**config.mk**
```make
export PLATFORM = sky130hd
export DESIGN_NAME = instr_encode_loader
export DESIGN_NICKNAME = d
export VERILOG_FILES = /design/src/rtl/mips_isa_pkg.sv /design/src/rtl/mips_instr_pack.sv /design/src/rtl/instr_encode_loader.sv
export SDC_FILE = /design/constraint.sdc
export NUM_CORES = 1
export LEC_CHECK = 0
export BUFFER_PORTS_ARGS = -buffer_cell sky130_fd_sc_hd__buf_4
export CAP_MARGIN = 10
export CORE_UTILIZATION = 50
export CTS_CLUSTER_DIAMETER = 30
export CTS_CLUSTER_SIZE = 40
export DETAILED_ROUTE_END_ITERATION = 10
export GPL_TIMING_DRIVEN = 1
export PLACE_DENSITY = 0.81
export SKIP_CTS_REPAIR_TIMING = 1
export SYNTH_ARGS = -nofsm -noshare
export SYNTH_HDL_FRONTEND = slang
export SYNTH_HIERARCHICAL = 1
export SYNTH_SLANG_ARGS = --single-unit
```
**constraint.sdc**
```tcl
create_clock -name clk -period 1.7 [get_ports clk]
set_input_delay 0.51 -clock clk [delete_from_list [all_inputs] [get_ports clk]]
set_output_delay 0.51 -clock clk [all_outputs]
set_load 0.005 [all_outputs]
```
**src/rtl/mips_isa_pkg.sv**
```systemverilog
// Shared MIPS ISA constants: opcodes (also used by the control decoder),
// loader request kinds and the loader FSM state encoding.
package mips_isa_pkg;

  localparam logic [5:0] OP_RTYPE = 6'b000000;
  localparam logic [5:0] OP_LW    = 6'b100011;
  localparam logic [5:0] OP_SW    = 6'b101011;
  localparam logic [5:0] OP_BEQ   = 6'b000100;
  localparam logic [5:0] OP_ADDI  = 6'b001000;
  localparam logic [5:0] OP_J     = 6'b000010;
  localparam logic [5:0] OP_JAL   = 6'b000011;

  typedef enum logic [2:0] {
    K_RTYPE   = 3'd0,
    K_LW      = 3'd1,
    K_SW      = 3'd2,
    K_BEQ     = 3'd3,
    K_ADDI    = 3'd4,
    K_J       = 3'd5,
    K_JAL     = 3'd6,
    K_ILLEGAL = 3'd7
  } kind_e;

  typedef enum logic [1:0] {
    S_IDLE  = 2'd0,
    S_LOAD  = 2'd1,
    S_DONE  = 2'd2,
    S_ERROR = 2'd3
  } state_e;

endpackage

```
**src/rtl/mips_instr_pack.sv**
```systemverilog
// Combinational field packer: request kind + fields -> 32-bit R/I/J word.
module mips_instr_pack
  import mips_isa_pkg::*;
(
  input  logic [2:0]  kind,
  input  logic [4:0]  rs,
  input  logic [4:0]  rt,
  input  logic [4:0]  rd,
  input  logic [4:0]  shamt,
  input  logic [5:0]  funct,
  input  logic [15:0] imm,
  input  logic [25:0] target,
  output logic [31:0] word,
  output logic        illegal
);

  always_comb begin
    word    = '0;
    illegal = 1'b0;
    case (kind_e'(kind))
      K_RTYPE: word = {OP_RTYPE, rs, rt, rd, shamt, funct};
      K_LW:    word = {OP_LW,    rs, rt, imm};
      K_SW:    word = {OP_SW,    rs, rt, imm};
      K_BEQ:   word = {OP_BEQ,   rs, rt, imm};
      K_ADDI:  word = {OP_ADDI,  rs, rt, imm};
      K_J:     word = {OP_J,     target};
      K_JAL:   word = {OP_JAL,   target};
      default: illegal = 1'b1;
    endcase
  end

endmodule

```
**src/rtl/instr_encode_loader.sv**
```systemverilog
// Streams field-level instruction requests into instruction memory, one
// encoded word per cycle, one cycle after each accepted request.
module instr_encode_loader
  import mips_isa_pkg::*;
#(
  parameter int ADDR_W    = 8,
  parameter int BASE_ADDR = 0
) (
  input  logic              clk,
  input  logic              reset,
  input  logic              start,
  input  logic              in_valid,
  output logic              in_ready,
  input  logic [2:0]        in_kind,
  input  logic [4:0]        in_rs,
  input  logic [4:0]        in_rt,
  input  logic [4:0]        in_rd,
  input  logic [4:0]        in_shamt,
  input  logic [5:0]        in_funct,
  input  logic [15:0]       in_imm,
  input  logic [25:0]       in_target,
  input  logic              in_last,
  output logic              imem_we,
  output logic [ADDR_W-1:0] imem_addr,
  output logic [31:0]       imem_wdata,
  output logic [ADDR_W:0]   word_count,
  output logic              load_done,
  output logic              err_illegal,
  output logic              err_overflow
);

  localparam logic [ADDR_W-1:0] LAST_SLOT = '1;
  localparam logic [ADDR_W-1:0] BASE      = ADDR_W'(BASE_ADDR);

  state_e            state, state_nxt;
  logic [ADDR_W-1:0] ptr;
  logic              pend_q, last_q;
  logic [31:0]       word_q;
  logic [31:0]       pk_word;
  logic              pk_illegal;
  logic              accept, arm;

  mips_instr_pack u_pack (
    .kind   (in_kind),
    .rs     (in_rs),
    .rt     (in_rt),
    .rd     (in_rd),
    .shamt  (in_shamt),
    .funct  (in_funct),
    .imm    (in_imm),
    .target (in_target),
    .word   (pk_word),
    .illegal(pk_illegal)
  );

  // Stall once the pending write is the program's last or fills the top slot.
  assign in_ready  = (state == S_LOAD) && !(pend_q && (last_q || ptr == LAST_SLOT));
  assign accept    = in_valid && in_ready;
  assign arm       = start && (state != S_LOAD);
  assign load_done = (state == S_DONE);

  // Reset suppresses a write combinationally so it never escapes that cycle.
  assign imem_we    = pend_q && !reset;
  assign imem_addr  = imem_we ? ptr : '0;
  assign imem_wdata = imem_we ? word_q : '0;

  always_ff @(posedge clk) begin
    if (reset) state <= S_IDLE;
    else       state <= state_nxt;
  end

  always_comb begin
    state_nxt = state;
    case (state)
      S_LOAD: begin
        if (accept && pk_illegal)               state_nxt = S_ERROR;
        else if (pend_q && last_q)              state_nxt = S_DONE;
        else if (pend_q && ptr == LAST_SLOT)    state_nxt = S_ERROR;
      end
      default: if (start)                       state_nxt = S_LOAD;
    endcase
  end

  always_ff @(posedge clk) begin
    if (reset) begin
      pend_q       <= 1'b0;
      last_q       <= 1'b0;
      word_q       <= '0;
      ptr          <= BASE;
      word_count   <= '0;
      err_illegal  <= 1'b0;
      err_overflow <= 1'b0;
    end else if (arm) begin
      pend_q       <= 1'b0;
      ptr          <= BASE;
      word_count   <= '0;
      err_illegal  <= 1'b0;
      err_overflow <= 1'b0;
    end else if (state == S_LOAD) begin
      pend_q <= accept && !pk_illegal;
      if (accept) begin
        word_q <= pk_word;
        last_q <= in_last;
      end
      if (accept && pk_illegal) err_illegal <= 1'b1;
      if (pend_q) begin
        word_count <= word_count + 1'b1;
        // The pointer parks on the top slot rather than wrapping.
        if (ptr != LAST_SLOT)  ptr <= ptr + 1'b1;
        else if (!last_q)      err_overflow <= 1'b1;
      end
    end
  end

endmodule

```
=== Word-level counts from Yosys, hierarchy flattened ===
Cells that the tools add are included.

* Bits in registers: 55
* Input port bits: 76
* Output and inout bits: 54

* $add $sub $neg: 2
* Equality and inequality tests: 12
* Multiplexer cells: 9
* Bitwise gates (word level): 3
* Reductions and logical operators: 22

{| class="wikitable"
|+ Operators by type and width
! cell !! number
|-
| case mux 32 bit (7 select lines) || 1
|-
| 2-to-1 mux 32 bit || 1
|-
| 2-to-1 mux 2 bit || 5
|-
| adder 9 x 1 -> 9 bit (second input constant) || 1
|-
| equality test 3 bit (second input constant) || 3
|-
| logical AND 1 bit || 9
|-
| adder 8 x 1 -> 8 bit (second input constant) || 1
|-
| equality test 8 bit (second input constant) || 1
|-
| 2-to-1 mux 8 bit || 1
|-
| != test 8 bit (second input constant) || 1
|-
| OR reduction 7 bit || 1
|-
| equality test 3 x 2 -> 1 bit (second input constant) || 2
|-
| AND reduction 2 bit || 3
|-
| AND reduction 3 bit || 2
|-
| != test 4 x 1 -> 1 bit (second input constant) || 1
|-
| AND reduction 4 bit || 1
|-
| equality test 3 x 1 -> 1 bit (second input constant) || 1
|-
| logical NOT 3 bit || 1
|-
| NOT 1 bit || 3
|-
| equality test 2 x 1 -> 1 bit (second input constant) || 1
|-
| equality test 2 bit (second input constant) || 1
|-
| logical NOT 1 bit || 2
|-
| != test 2 x 1 -> 1 bit (second input constant) || 1
|-
| nonzero test 2 bit || 1
|-
| other kinds (3) || 3
|}

=== Logic depth before layout (Yosys ltp) ===
* Word-level depth: 9
* Depth in mapped cells: 8
* Mapped depth without buffers: 5

=== Modules after synthesis ===
Netlist, hierarchy kept.

{| class="wikitable"
|+ By module, submodules not included
! module !! instances !! cells each !! area each (um^2) !! seq. area each (um^2)
|-
| instr_encode_loader || 1 || 302 || 2752.6 || 1101.1
|-
| mips_instr_pack || 1 || 138 || 1167.4 || 0.0
|}

=== Worst setup path after synthesis ===
No wires, ideal clock.

* Path type: register -> output
* Start point: reg ptr[0]
* End point: out in_ready
* Data arrival time: 1.127 ns
* Required time: 1.190 ns
* Setup slack: 0.063 ns
* Stages on the path, launching flop included: 5
* Path buffers: 0
* Path through: dfxtp_1 > ha_1 > nand4_2 > o21bai_2 > a21oi_1

* Word-level cells in the longest chain between the ends: 5

{| class="wikitable"
|+ RTL lines
! item !! line !! source
|-
| from (decl) || instr_encode_loader.sv:36 || <nowiki>logic [ADDR_W-1:0] ptr;</nowiki>
|-
| from (signal assigned) || instr_encode_loader.sv:109 || <nowiki>if (ptr != LAST_SLOT) ptr <= ptr + 1'b1;</nowiki>
|-
| equality test 8 bit || instr_encode_loader.sv:57 || <nowiki>assign in_ready = (state == S_LOAD) && !(pend_q && (last_q || ptr == LAST_SLOT));</nowiki>
|-
| logical OR 1 bit || instr_encode_loader.sv:57 ||
|-
| logical AND 1 bit || instr_encode_loader.sv:57 ||
|-
| logical NOT 1 bit || instr_encode_loader.sv:57 ||
|-
| logical AND 1 bit || instr_encode_loader.sv:57 ||
|-
| to (decl) || instr_encode_loader.sv:13 || <nowiki>output logic in_ready,</nowiki>
|}

Every way passes these cells.

=== Final worst setup path ===
* Start point: reg pend_q
* End point: out imem_wdata[24]

* Word-level cells in the longest chain between the ends: 2

{| class="wikitable"
|+ RTL lines
! item !! line !! source
|-
| from (decl) || instr_encode_loader.sv:37 || <nowiki>logic pend_q, last_q;</nowiki>
|-
| from (signal assigned) || instr_encode_loader.sv:100 || <nowiki>pend_q <= accept && !pk_illegal;</nowiki>
|-
| logical AND 1 bit || instr_encode_loader.sv:63 || <nowiki>assign imem_we = pend_q && !reset;</nowiki>
|-
| 2-to-1 mux 32 bit || instr_encode_loader.sv:65 || <nowiki>assign imem_wdata = imem_we ? word_q : '0;</nowiki>
|-
| to (decl) || instr_encode_loader.sv:25 || <nowiki>output logic [31:0] imem_wdata,</nowiki>
|}

Every way passes these cells.

==> results_dict.tcl <==
set metrics [dict create \
    status "finished with violations" \
    violations "setup timing" \
    path_cells "nor2b_4, buf_12, clkbuf_16, and2_4, buf_6" \
    clk_pin_slew_ps 120 \
    wl_um 11300 \
    p_per_area_nw_per_um2 514 \
    top_layer "met4" \
    setup_viol_count_final 42 \
    min_period_ps 1920 \
    finalHoldViolCount 0 \
    grt_max_degree 65 \
    ant_nets 0 \
    crit_type "reg2out" \
    port_buffers 129 \
    fmax_ghz 0.521 \
    cellLeakagePower_uw 0.00233 \
    ys_types 50 \
    clockBufferDepth 2 \
    antenna_cells 0 \
    area_growth_pct 42.8 \
    critPathTopFamily "buffers and inverters" \
    synth.yosys.warnings 6 \
    r2r-end "word_q[26]" \
    worstSetupEndpointType "output pin" \
    crit_fanout 7 \
    hold_path_depth 2 \
    hold_path_class "reg2reg" \
    worstPathBufferInverterCount 3 \
    critPathRequiredTime_ps 1190 \
    cp_slowest_stage_delay_ps 380 \
    cts_tree "built" \
    clk_latency_ps 330 \
    cts_num_sinks 55 \
    htreeDepth 2 \
    rrSetupSlack_ps 160 \
    yosysSeqAreaShare_pct 28.1 \
    fin_cells 687 \
    die_area_um2 8200 \
    nets 665 \
    arrival_ps 1410 \
    power_uw 2880 \
    drtIter0Drc 129 \
    wl_met3_um 603 \
    gp_congestion 0.815 \
    core_um2 7410 \
    drv_cap 0 \
    synth_cells 440 \
    start_util_pct 52.9 \
    num_vias 3837 \
    ir_worst_vdd_mv 0.340 \
    crit_slowest_cell "dfxtp_2" \
    r2r-start "ptr[1]" \
    cts_made_buffers 5 \
    syn-cell-area_um2 3920 \
    synth_top_flop_cell "dfxtp_1" \
    rows 31 \
    hpwl_um 7570 \
    slew_headroom_pct 58.4 \
    drc 0 \
    rsz0062_at_grt "yes" \
    slew_viol_final 0 \
    finalInstanceArea_um2 5600 \
    die_h_um 90.5 \
    via_per_inst 5.59 \
    antenna_found_initial 0 \
    utilization_pct 75.6 \
    setup_ws_ps -221 \
    synth-async-reset-ratio_pct 0 \
    layout-drive-gt1-share_pct 44.7 \
    clock_skew_ps 18.0 \
    grt_pass1_wl_um 16700 \
    grt_pass1_vias 3605 \
    syn_nets 518 \
    drtPass1Iterations 4 \
    cp-start-kind "register" \
    syn_avg_cell_area_um2 8.91 \
    finalSetupTns_ps -8320 \
    numPlacedInstances 670 \
    holdPathEnd "word_q[7]" \
    gr-total-overflow 0 \
    met1Wirelength_um 4760 \
    dr_wl_met2_um 5730 \
    synth_seq_cells 55 \
    synth_edf_count 0 \
    r2r_cells 7 \
    hold_start "word_q[7]" \
    routedWlPerCell_um 16.4 \
    dpl_cell_area_um2 5160 \
    io_pins 130 \
    worstMarginPinSlew_ps 621 \
    track_usage_pct 24.4 \
    cts_root_buf "clkbuf_8" \
    finalCritPeriodShare_pct 113 \
    die_w_um 90.5 \
]
[stage by stage]
stage               hold WS [ps]  setup slack (ps)
floorplan                    444              62.7
global placement             449             -96.4
detailed placement           459              -112
CTS                          464              -237
global route                 491              -275
finish                       484              -221
[kinds of logic (layout without fill, tap and decap cells)]
group	count (synthesis)	after routing	share of synthesized area, %
flops	55	55	28.1
xor+xnor	11	11	2.46
compound gates	86	86	17.7
other cells	1	1	0.0957
buf+inv	40	188	6.45
fa+ha+maj	2	2	0.638
mux	50	50	14.1
simple gates	195	195	30.5
[synthesized netlist by cell type (6+ instances only)]
library cell,count,area share (%)
clkbuf_1,12,1.1
nand2b_1,65,10
buf_4,8,1.5
a22o_1,11,2.5
mux2i_1,35,8.9
nor3_1,6,0.77
mux2_2,6,1.7
and2_1,44,7.0
a21oi_2,10,2.2
buf_2,7,0.89
mux2_4,9,3.4
nor2_1,15,1.4
o211ai_2,7,2.2
nor3b_2,7,2.2
o211ai_1,10,1.9
nor3b_1,8,1.5
a21oi_1,17,2.2
dfxtp_1,55,28
a32oi_1,16,3.6
buf_6,7,2.0
nand2_1,26,2.5
xnor2_1,6,1.3
[where the power goes]
part	switching, µW	leakage (µW)	internal, µW	total (µW)
Combinational	321	0.00183	403	724
Clock	496	0.0000491	305	800
Sequential	25.0	0.000449	1330	1350
Total	842	0.00233	2030	2880
[cell usage in the layout, fill, tap and decap left out, drive strengths merged, types with 3 or more instances in the layout]
| master | netlist | layout |
|---|---|---|
| nor2b | 8 | 8 |
| nand2 | 26 | 26 |
| xnor2 | 6 | 6 |
| o21ai | 7 | 7 |
| clkbuf | 12 | 8 |
| and2 | 44 | 44 |
| o211ai | 17 | 17 |
| mux2 | 15 | 15 |
| nor2 | 15 | 15 |
| nor3 | 6 | 6 |
| nor3b | 15 | 15 |
| nand3 | 3 | 3 |
| buf | 24 | 173 |
| dfxtp | 55 | 55 |
| xor2 | 5 | 5 |
| inv | 4 | 6 |
| a21oi | 27 | 27 |
| or3 | 3 | 3 |
| nand4 | 4 | 4 |
| a32oi | 16 | 16 |
| mux2i | 35 | 35 |
| nand2b | 65 | 65 |
| a22o | 11 | 11 |
[routing by layer]
metal | global-route usage (%) | up-vias
met4 | 6.32 | 0
met2 | 43.1 | 151
met1 | 30.4 | 1826
met5 | 0 | -
met3 | 4.04 | 18
li1 | - | 1842
[flip-flops by register name, indices dropped and copies added, names as in the netlist]
| name | flops |
|---|---|
| state | 2 |
| word_q | 32 |
| err_illegal | 1 |
| pend_q | 1 |
| err_overflow | 1 |
| ptr | 8 |
| last_q | 1 |
| word_count | 9 |
[worst max path at each step]
| stage | cells after the start | to | startpoint | slack, ps |
|---|---|---|---|---|
| floorplan | 4 | in_ready | ptr[0] | 60 |
| global placement | 5 | imem_wdata[3] | reset | -100 |
| detailed placement | 6 | word_q[2] | in_kind[0] | -110 |
| CTS | 4 | imem_wdata[3] | pend_q | -240 |
| global route | 5 | imem_wdata[2] | pend_q | -270 |
| finish | 5 | imem_wdata[24] | pend_q | -220 |
[tightest hold or removal path, delay by kind of cell, from the launching register on]
kind	cells	cell delay, ps
muxes	1	60
DFF	1	330
and+or+nand+nor	1	60
[layout make-up]
class,count,area (µm²)
clock buffer,5,68.8
clock inverter,3,26.3
fill,549,1810
inverter,4,15.0
multi-input combinational,345,2680
sequential,55,1110
tap,99,124
timing repair buffer,176,1580
(Power assumes the default switching activity.)
